--- config.mk ---
export PLATFORM = sky130hd
export DESIGN_NAME = paddle_motion_ctrl
export DESIGN_NICKNAME = d
export VERILOG_FILES = /design/src/rtl/paddle_motion_ctrl.sv
export SDC_FILE = /design/constraint.sdc
export NUM_CORES = 1
export LEC_CHECK = 0
export CORE_MARGIN = 5
export CORE_UTILIZATION = 40
export DETAILED_ROUTE_END_ITERATION = 8
export DONT_BUFFER_PORTS = 1
export GPL_TIMING_DRIVEN = 0
export HOLD_SLACK_MARGIN = 0.02
export PLACE_DENSITY = 0.64
export SYNTH_ARGS = -nofsm -noshare
export SYNTH_HDL_FRONTEND = slang
export SYNTH_SLANG_ARGS = --single-unit
--- constraint.sdc ---
create_clock -name clock -period 4.3 [get_ports clock]
set_input_delay 0.86 -clock clock [delete_from_list [all_inputs] [get_ports clock]]
set_output_delay 0.86 -clock clock [all_outputs]
set_load 0.02 [all_outputs]
--- src/rtl/paddle_motion_ctrl.sv ---
// ============================================================================
// paddle_motion_ctrl: per-frame right-paddle position update and ball/paddle
// collision pulse generation.
// Rev 1.0
// ============================================================================
`default_nettype none

module paddle_motion_ctrl #(
  parameter logic [7:0] PADDLE_X  = 8'd150,
  parameter int         PADDLE_H  = 8,
  parameter logic [6:0] Y_RESET   = 7'd56,
  parameter logic [6:0] Y_MAX     = 7'd119,
  parameter int         SLOW_DIV  = 2,
  parameter int         FAST_STEP = 2
) (
  input  logic       clock,
  input  logic       reset,
  input  logic       frame_tick,
  input  logic       go_r,
  input  logic       speed_r,
  input  logic       up_r,
  input  logic       down_r,
  input  logic       recentre,
  input  logic [7:0] ball_x,
  input  logic [6:0] ball_y,
  input  logic [7:0] ball_dx,
  output logic [6:0] y_rp,
  output logic       paddle_hit,
  output logic       paddle_miss,
  output logic       busy
);

  localparam logic [1:0] S_WAIT = 2'd0;
  localparam logic [1:0] S_MOVE = 2'd1;
  localparam logic [1:0] S_HIT  = 2'd2;

  localparam int             DIV_W    = (SLOW_DIV > 2) ? $clog2(SLOW_DIV) : 1;
  localparam logic [DIV_W-1:0] DIV_LAST = DIV_W'(SLOW_DIV - 1);
  localparam logic [7:0]     Y_LIMIT  = {1'b0, Y_MAX} - 8'(PADDLE_H) + 8'd1;
  localparam logic [7:0]     HIT_COL  = PADDLE_X - 8'd1;

  logic [1:0]       state;
  logic [1:0]       state_nxt;
  logic [DIV_W-1:0] div_cnt;
  logic [DIV_W-1:0] div_nxt;
  logic [6:0]       y_nxt;
  logic [7:0]       step;
  logic [7:0]       y_ext;
  logic [7:0]       y_sum;
  logic [7:0]       span_bot;
  logic             in_column;
  logic             on_paddle;

  always_ff @(posedge clock or posedge reset) begin
    if (reset) state <= S_WAIT;
    else       state <= state_nxt;
  end

  always_comb begin
    state_nxt = state;
    case (state)
      S_WAIT:  if (frame_tick) state_nxt = S_MOVE;
      S_MOVE:  state_nxt = S_HIT;
      S_HIT:   state_nxt = S_WAIT;
      default: state_nxt = S_WAIT;
    endcase
  end

  always_comb begin
    busy = (state == S_MOVE) || (state == S_HIT);
  end

  // 8-bit intermediates keep the up/down arithmetic from wrapping at 7 bits
  always_comb begin
    step    = 8'd0;
    div_nxt = div_cnt;
    y_nxt   = y_rp;
    y_ext   = {1'b0, y_rp};
    y_sum   = 8'd0;
    if (recentre) begin
      y_nxt   = Y_RESET;
      div_nxt = '0;
    end else if (go_r && (up_r != down_r)) begin
      if (speed_r) begin
        step    = 8'(FAST_STEP);
        div_nxt = '0;
      end else if (div_cnt == DIV_LAST) begin
        step    = 8'd1;
        div_nxt = '0;
      end else begin
        div_nxt = div_cnt + 1'b1;
      end
      y_sum = y_ext + step;
      if (up_r) y_nxt = (y_ext < step) ? 7'd0 : 7'(y_ext - step);
      else      y_nxt = (y_sum > Y_LIMIT) ? Y_LIMIT[6:0] : y_sum[6:0];
    end
  end

  always_comb begin
    span_bot  = {1'b0, y_rp} + 8'(PADDLE_H - 1);
    in_column = (ball_dx <= 8'h7F) && (ball_x == HIT_COL);
    on_paddle = (ball_y >= y_rp) && ({1'b0, ball_y} <= span_bot);
  end

  always_ff @(posedge clock or posedge reset) begin
    if (reset) begin
      y_rp        <= Y_RESET;
      div_cnt     <= '0;
      paddle_hit  <= 1'b0;
      paddle_miss <= 1'b0;
    end else begin
      paddle_hit  <= 1'b0;
      paddle_miss <= 1'b0;
      if (state == S_MOVE) begin
        y_rp    <= y_nxt;
        div_cnt <= div_nxt;
      end
      if (state == S_HIT) begin
        paddle_hit  <= in_column && on_paddle;
        paddle_miss <= in_column && !on_paddle;
      end
    end
  end

endmodule

`default_nettype wire

=== Yosys cells after proc, flatten, opt, wreduce, memory -nomap -nowiden ===
Cells that the tools add are included.

* Register bits: 12

* $add $sub $neg: 4
* Muxes and demuxes: 17
* Magnitude comparators: 5
* Reductions and logical operators: 10
* Equality and inequality tests: 5

{| class="wikitable"
|+ Operators by type and width
! operator !! number
|-
| $mux W7 || 5
|-
| $mux W8 || 2
|-
| $add A7 B3 Y8 const B || 1
|-
| $add A7 B8 Y8 || 1
|-
| $eq A8 B8 Y1 const B || 1
|-
| $gt A8 B7 Y1 const B || 1
|-
| $le A7 B8 Y1 || 1
|-
| $le A8 B7 Y1 const B || 1
|-
| $lt A7 B8 Y1 || 1
|-
| $ge A7 B7 Y1 || 1
|-
| $mux W1 || 7
|-
| $sub A7 B7 Y7 || 1
|-
| $logic_and A1 B1 Y1 || 5
|-
| $mux W2 || 2
|-
| $pmux W2 S2 || 1
|-
| $eq A2 B1 Y1 const B || 1
|-
| $eq A2 B2 Y1 const B || 1
|-
| $logic_not A2 Y1 || 1
|-
| $ne A2 B2 Y1 const B || 1
|-
| $reduce_and A2 Y1 || 1
|-
| $reduce_bool A2 Y1 || 1
|-
| $add A1 B1 Y1 const B || 1
|-
| $logic_not A1 Y1 || 1
|-
| $logic_or A1 B1 Y1 || 1
|-
| $ne A1 B1 Y1 || 1
|}

=== Depth between registers and ports, before layout ===
Gate-level depths: netlist (run 1).

* Depth after elaboration: 10
* Depth in mapped cells: 10
* Depth with buffers taken out: 10

=== Worst setup path before layout (run 1) ===
Ideal clock, no wire load.

* Path type: in2reg
* From: input port speed_r
* To: register y_rp[2]
* Arrival: 2.605 ns
* Cell stages on the path: 7
* Setup slack: 1.615 ns
* Path through: nor2b_1 ha_1 fa_1 a2111oi_1 o211ai_1 a311o_1 o211ai_2

* Cells in the longest elaborated chain, start to end: 9
* Elaborated cells on any way between the ends: 12
* Classes of those cells: add/sub: 2; order compare: 2; mux: 8

{| class="wikitable"
|+ RTL lines
! element !! line !! source
|-
| start, declared || 20 || <nowiki>input logic speed_r,</nowiki>
|-
| $mux W2 (*) || 84 || <nowiki>if (speed_r) begin</nowiki>
|-
| $mux W8 (*) || 83 || <nowiki>end else if (go_r && (up_r != down_r)) begin</nowiki>
|-
| $mux W8 (*) || 80 || <nowiki>if (recentre) begin</nowiki>
|-
| $add A7 B8 Y8 || 93 || <nowiki>y_sum = y_ext + step;</nowiki>
|-
| $gt A8 B7 Y1 || 95 || <nowiki>else y_nxt = (y_sum > Y_LIMIT) ? Y_LIMIT[6:0] : y_sum[6:0];</nowiki>
|-
| $mux W7 || 95 ||
|-
| $mux W7 (*) || 94 || <nowiki>if (up_r) y_nxt = (y_ext < step) ? 7'd0 : 7'(y_ext - step);</nowiki>
|-
| $mux W7 (*) || 83 ||
|-
| $mux W7 (*) || 80 ||
|-
| end signal, assigned || 115 || <nowiki>y_rp <= y_nxt;</nowiki>
|-
| end, declared || 27 || <nowiki>output logic [6:0] y_rp,</nowiki>
|}

Every way passes the cells marked *; elsewhere a longest branch is shown, timed or not. The select of a mux whose other input is x is not followed.
A chain may end at the register's enable or synchronous reset.

=== Worst setup path after layout (run 1) ===
Ends and elaborated chain as after synthesis.

==> qor.txt, run 1 <==
Outcome -> finished, final reports clean
Final Cycle Share -> 0.6173
Core Area -> 3633 µm²
Max-Cap Viols -> 0
DR vias -> 1370
Cell variety after synth -> 54
Critical path class -> input port to register
Worst Setup Start Kind -> input port
Post-CTS sizing -> 0
Initial antenna violation count -> 0
Num CTS Buffers -> 3
Post-CTS setup buffer count -> 0
Port-buffer cells -> 0
CTS Buffer Depth -> 2
Vias in the first global route -> 1278
Worst Path Required -> 4.43 ns
First-pass GRT wire length -> 6.272 mm
Initial DRT Pass Iterations -> 4
Wire per inst -> 17.53 µm
Net count reported at finish -> 233
Die Span Y -> 70.83 µm
Fin. max-slew vios -> 0
Pwr Density -> 574.1 nW/µm²
RSZ-0062 raised after global routing -> false
Hold buffers post-CTS -> 0
Root Buffer -> clkbuf_8
Leakage Power -> 0.7063 nW
Dpl ws -> 1.401 ns
Routed Antenna Nets -> 0
Setup TNS -> 0 ns
Post-synth ARST share -> 1.000
Worst Path Max Fanout -> 5
Share of cells above drive strength 1 -> 0.07955
Syn Std Cell Area -> 1480 µm²
Effective utilization at floorplan -> 0.4074
Clock-pin slew on the worst setup and hold paths -> 0.06 ns
Min Tclk post-route -> 2.654 ns
Synth Flop Type -> dfrtp_1
Endpoints failing setup -> 0
H-tree levels -> 1
Post-Layout Cell Count -> 224
Worst-Skew Late Latency -> 0.25 ns
Detailed Route Iter0 Violations -> 101
Hold crit path type -> register to register
Dominant cell type by area after synthesis -> ha_1
Routability cong. -> 0.9285
Largest net degree at the start of global routing -> 13
Aggregate routed wire length -> 3.927 mm
Ant diodes -> 0
Setup crit end kind -> register
Post-synth top cells -> ha_1, inv_1, nand2_1, o21ai_0, dfrtp_1
Worst-Margin Slew -> 0.7870 ns
Count leader, synth -> ha_1
Post-route setup slack -> 1.646 ns
Hpwl dp -> 3.165 mm
DIE AREA -> 5017 µm²
Synth area leaders -> ha_1, dfrtp_1, dfstp_2
Data arrival, critical path -> 2.78 ns
Fillers -> 379
Peak VDD IR -> 0.2161 mV
# rows -> 22
Layout area overhead -> 7.777%
Clock sink count -> 12
Gate Count Post-Synth -> 172
Final Hold Viols -> 0
Tot Pwr -> 0.0009159 W
Total track usage -> 0.1537
Sequential share of the synthesized area -> 0.2054
FF+latch count, synth -> 12
Placed Cells -> 220
Max Fclk -> 376.7 MHz
Post-synth EDFFs -> 0
Grt total ovfl -> 0
Syn Nets -> 228
DIE WIDTH -> 70.83 µm
Warnings from Yosys -> 0
Synthesized area per cell -> 8.606 µm²
Setup Skew -> 0.003978 ns
# DRC -> 0
Slew HR -> 0.4718
Synth top area share -> 0.1944
IO Pins -> 41
Post-DR vias/cell -> 6.116
TritonCTS clock tree -> yes
[kinds of logic after synthesis]
family | Yosys count | synth area share
and+or+nand+nor | 52 | 0.2020
AOI/OAI and AO/OA | 50 | 0.2418
adders and majority gates | 25 | 0.2215
buffers and inverters | 21 | 0.05578
DFF | 12 | 0.2054
xor gates and xnor gates | 9 | 0.05326
muxes | 3 | 0.02029
[cell type report]
class | count | area [µm²] | area share
Inverter | 15 | 56.30 | 0.03529
Multi-Input combinational cell | 139 | 1094 | 0.6855
Clock buffer | 4 | 55.05 | 0.03451
Buffer | 6 | 26.28 | 0.01647
Sequential cell | 12 | 304.0 | 0.1906
Tap cell | 48 | 60.06 | 0.03765
[worst max-delay path, cell delays in order]
cell and delay (ns):
nor2b_1 0.14, ha_1 0.23, nor2b_1 0.24, o21ai_0 0.24, o311ai_0 0.62, and3_1 0.36
o211ai_2 0.10
[flip-flops by register name (all words and copies together), names as in the netlist]
register and cells:
state 2, y_rp 7, paddle_hit 1, paddle_miss 1, div_cnt 1
[layer usage]
layer | vias to the layer above | wire length [µm] | global-route usage
met4 | 0 | 25 | 0.02296
li1 | 645 | - | -
met1 | 662 | 1779 | 0.2139
met2 | 59 | 1824 | 0.2369
met5 | - | 0 | 0
met3 | 4 | 297 | 0.05114
[report_power, final]
group          internal (W)  total (W)  switching (W)  leakage (nW)
logic              0.000238   0.000579       0.000341         0.525
registers          0.000149   0.000210      0.0000609         0.153
clock network     0.0000811   0.000128      0.0000468        0.0288
total              0.000468   0.000916       0.000448         0.706
[path summary, 6_finish.rpt]
kind	from	end	slack (ns)	cells past startpoint
hold reg to reg	div_cnt	div_cnt	0.50	1
min in group asynchronous	reset	y_rp[2]	0.53	1
hold / removal	div_cnt	div_cnt	0.50	1
setup reg to reg	y_rp[5]	paddle_hit	1.65	8
max in group asynchronous	reset	y_rp[4]	3.42	1
setup / recovery	speed_r	y_rp[2]	1.65	7
[stage by stage]
stage | utilization | hold slack (ns) | cell area [µm²]
floorplan | - | 0.4645 | 1480
global placement | 0.4239 | 0.4767 | 1540
detailed placement | 0.4239 | 0.4824 | 1540
CTS | 0.4391 | 0.4957 | 1595
global route | 0.4391 | 0.5432 | 1595
finish | 0.4391 | 0.4968 | 1595
[placed cells by master (no fill, tap or decap), types with 2 or more instances in the layout]
master     count
o21ai_1        3
nand2_1       11
clkbuf_8       4
o2111ai_1      2
o21ai_0       11
dfstp_2        3
inv_1         14
nand3b_1       2
dfrtp_1        9
or3_1          3
clkbuf_1       2
o211ai_1       2
nand4_1        2
o31ai_1        3
a311oi_1       2
nor3_1         4
buf_2          3
a21boi_0       2
a21oi_1        6
nor2_1         4
xnor2_1        8
nand3_1        6
a31oi_1        2
mux2i_1        3
fa_1           2
ha_1          23
a21o_1         4
nor2b_1        5
and3_1         2
nand2b_1       4
Power figures use the tool's default switching activity.
==> inputs of run 2 (changes only) <==
--- a/config.mk
+++ b/config.mk
@@ -5,13 +5,14 @@
 export SDC_FILE = /design/constraint.sdc
 export NUM_CORES = 1
 export LEC_CHECK = 0
+export ABC_AREA = 1
 export CORE_MARGIN = 5
 export CORE_UTILIZATION = 40
 export DETAILED_ROUTE_END_ITERATION = 8
 export DONT_BUFFER_PORTS = 1
 export GPL_TIMING_DRIVEN = 0
 export HOLD_SLACK_MARGIN = 0.02
-export PLACE_DENSITY = 0.64
+export PLACE_DENSITY = 0.66
 export SYNTH_ARGS = -nofsm -noshare
 export SYNTH_HDL_FRONTEND = slang
 export SYNTH_SLANG_ARGS = --single-unit
==> constraint.sdc (replaced) <==
create_clock -name clock -period 2.4 [get_ports clock]
set_input_delay 0.48 -clock clock [delete_from_list [all_inputs] [get_ports clock]]
set_output_delay 0.48 -clock clock [all_outputs]
set_load 0.02 [all_outputs]
==> run 2 against run 1 <==
Net effect: area after synthesis rose by 3.6%; worst setup slack lost 1.4 ns; clock power grew 77%; critical path depth grew 7; register-to-register slack lost 1.4 ns; sequential share of layout area fell by 0.75 points; clock-buffer cell count unchanged; clock skew decreased by 0.0029 ns; power rose by 120%; hold slack got worse by 0.37 ns; first-iteration DRC count fell by 44%; sequential power rose by 110%.
==> qor.txt, run 2 <==
Wire per inst -> 12.23 µm (-30%)
# rows -> 22 (unchanged)
Final Hold Viols -> 0 (unchanged)
Net count reported at finish -> 286 (+23%)
Initial DRT Pass Iterations -> 4 (unchanged)
Post-DR vias/cell -> 4.949 (-19%)
Routability cong. -> 0.8837 (-4.8%)
Most frequent cells in the layout -> nand2_1, inv_1, ha_1
Sequential share of the synthesized area -> 0.1984 (-0.007043)
Routed Antenna Nets -> 0 (unchanged)
DIE AREA -> 5170 µm² (+3.0%)
Post-synth ARST share -> 1.000 (unchanged)
Hold buffers post-CTS -> 0 (unchanged)
Ant diodes -> 0 (unchanged)
Slew HR -> 0.6924 (+0.2206)
Num CTS Buffers -> 3 (unchanged)
Worst Path Max Fanout -> 9 (+4)
IO Pins -> 41 (unchanged)
Syn Std Cell Area -> 1533 µm² (+3.6%)
Initial antenna violation count -> 0 (unchanged)
Share of cells above drive strength 1 -> 0.1659 (+0.08639)
Total track usage -> 0.1401 (-0.01360)
Detailed Route Iter0 Violations -> 57 (-44%)
Setup TNS -> 0 ns (unchanged)
Cell variety after synth -> 26 (-52%)
Leading cell type in the layout, fill and taps excluded -> nand2_1
Max-Cap Viols -> 0 (unchanged)
H-tree levels -> 1 (unchanged)
Worst Path Required -> 2.54 ns (-1.89 ns)
Register-to-register setup slack -> 0.20 ns (-1.44 ns)
Synth top area share -> 0.1878 (-0.006666)
Grt total ovfl -> 0 (unchanged)
Aggregate routed wire length -> 3.388 mm (-14%)
Hpwl dp -> 2.845 mm (-10%)
Port-buffer cells -> 0 (unchanged)
Leakage Power -> 0.8751 nW (+24%)
Post-synth top cells -> nand2_1, inv_1, ha_1, nor2_1, nand3_1
Hold crit path type -> input port to asynchronous set/reset pin
Fin. max-slew vios -> 0 (unchanged)
Syn Nets -> 279 (+22%)
Fin util -> 0.4539 (+0.01482)
Endpoints failing setup -> 0 (unchanged)
Setup Skew -> 0.001067 ns (-0.002911 ns)
Effective utilization at floorplan -> 0.4155 (+0.008167)
Final Cycle Share -> 0.9152
Warnings from Yosys -> 0 (unchanged)
DR vias -> 1371 (+0.073%)
Data arrival, critical path -> 2.33 ns (-0.45 ns)
Synth area leaders -> ha_1, dfrtp_1, nand2_1
# DRC -> 0 (unchanged)
Die Span Y -> 71.90 µm (+1.5%)
Clock-pin slew on the worst setup and hold paths -> 0.06 ns (about the same)
Peak VDD IR -> 0.5730 mV (+170%)
DIE WIDTH -> 71.90 µm (+1.5%)
Most flop-heavy register -> y_rp
First-pass GRT wire length -> 5.816 mm (-7.3%)
Max reg flops -> 7 (unchanged)
Synth Flop Type -> dfrtp_1
Critical path class -> register to register
CTS Buffer Depth -> 2 (unchanged)
Outcome -> finished, final reports clean
Min Tclk post-route -> 2.196 ns
Pwr Density -> 1188 nW/µm² (+110%)
Worst-Margin Slew -> 0.4614 ns (-0.3257 ns)
Biggest regs -> y_rp (7), state (2)
FF+latch count, synth -> 12 (unchanged)
Gate Count Post-Synth -> 223 (+30%)
Vias in the first global route -> 1277 (-0.078%)
Worst-Skew Late Latency -> 0.25 ns (about the same)
Synthesized area per cell -> 6.873 µm² (-20%)
Worst Setup Start Kind -> register
Count leader, synth -> nand2_1
Largest net degree at the start of global routing -> 13 (unchanged)
Setup crit end kind -> register
Layout area overhead -> 9.225%
Clock sink count -> 12 (unchanged)
Root Buffer -> clkbuf_8
TritonCTS clock tree -> yes
Post-synth EDFFs -> 0 (unchanged)
Core Area -> 3689 µm² (+1.5%)
Max Fclk -> 455.3 MHz
Dominant cell type by area after synthesis -> ha_1
run 2: cell types whose count changed after synthesis, sizes merged, moves of 4 or more:
cell / delta
xnor2: -7
a21oi: +10
nor2: +22
xor2: +5
nand3: +15
a21o: -4
inv: +18
nand2: +48
nand2b: -4
nor2b: -5
run 2: logic make-up after synthesis:
logic type,after synthesis,share of synthesized area
buf+inv,36,0.1028
compound gates,29,0.1004
flops,12,0.1984
xor+xnor,7,0.04000
simple gates,114,0.3445
fa+ha+maj,25,0.2139
run 2: final timing paths:
kind | cells after the start | end | startpoint
setup / recovery | 14 | paddle_hit | y_rp[3]
hold / removal | 1 | state[0] | reset
setup reg to reg | 14 | paddle_hit | y_rp[3]
hold reg to reg | 2 | div_cnt | div_cnt
max in group asynchronous | 1 | y_rp[5] | reset
min in group clock | 3 | y_rp[3] | up_r
run 2: layout make-up:
class,instances,area (µm²)
multi-input combinational,175,1077
buffer,3,33.78
clock buffer,4,55.05
tap,48,60.06
sequential,12,306.5
fill,391,2014
inverter,33,126.4
timing repair buffer,2,15.01
run 2: what timing repair did:
item | in CTS | in global routing
gates resized for setup | 2 | 5
setup buffers | 0 | 2
pin swaps | 0 | 2
endpoints found under the setup margin | 2 | 8
run 2: critical path, cell delays in order (launching register included):
cell      delay (ns)
dfstp_2         0.60
buf_6           0.16
inv_2           0.09
a21oi_2         0.16
nand2_1         0.08
xor2_1          0.13
inv_1           0.06
ha_1            0.28
nand2_2         0.06
nor2_2          0.11
nand2_1         0.06
nand3b_1        0.10
nand2_1         0.08
nand2_1         0.07
nor2_2          0.03
run 2: per-layer routing:
metal	track usage	share of wire	vias to the layer above
met5	0	0	-
met4	0.03132	0.0071	0
met3	0.04986	0.080	5
met2	0.2214	0.45	33
met1	0.1838	0.46	601
li1	-	-	732
run 2: stage by stage:
step	instance area (µm²)	hold slack (ns)	power, W	std cells	worst slack (ns)
after global routing	1674	0.1669	0.002235	277	-0.01072
final	1674	0.1283	0.001988	277	0.2035
after global placement	1593	0.4058	0.001717	271	-0.08162
after CTS	1650	0.1481	0.001970	275	0.03439
after floorplan	1533	0.3426	0.001483	223	0.2590
after detailed placement	1593	0.4112	0.001729	271	-0.08289
run 2: report_power, final:
| part | internal (W) | leakage (nW) | switching [W] |
|---|---|---|---|
| Combinational | 0.000518 | 0.698 | 0.000801 |
| Clock | 0.000145 | 0.0288 | 0.0000815 |
| Sequential | 0.000291 | 0.148 | 0.000151 |
| Total | 0.000954 | 0.875 | 0.00103 |
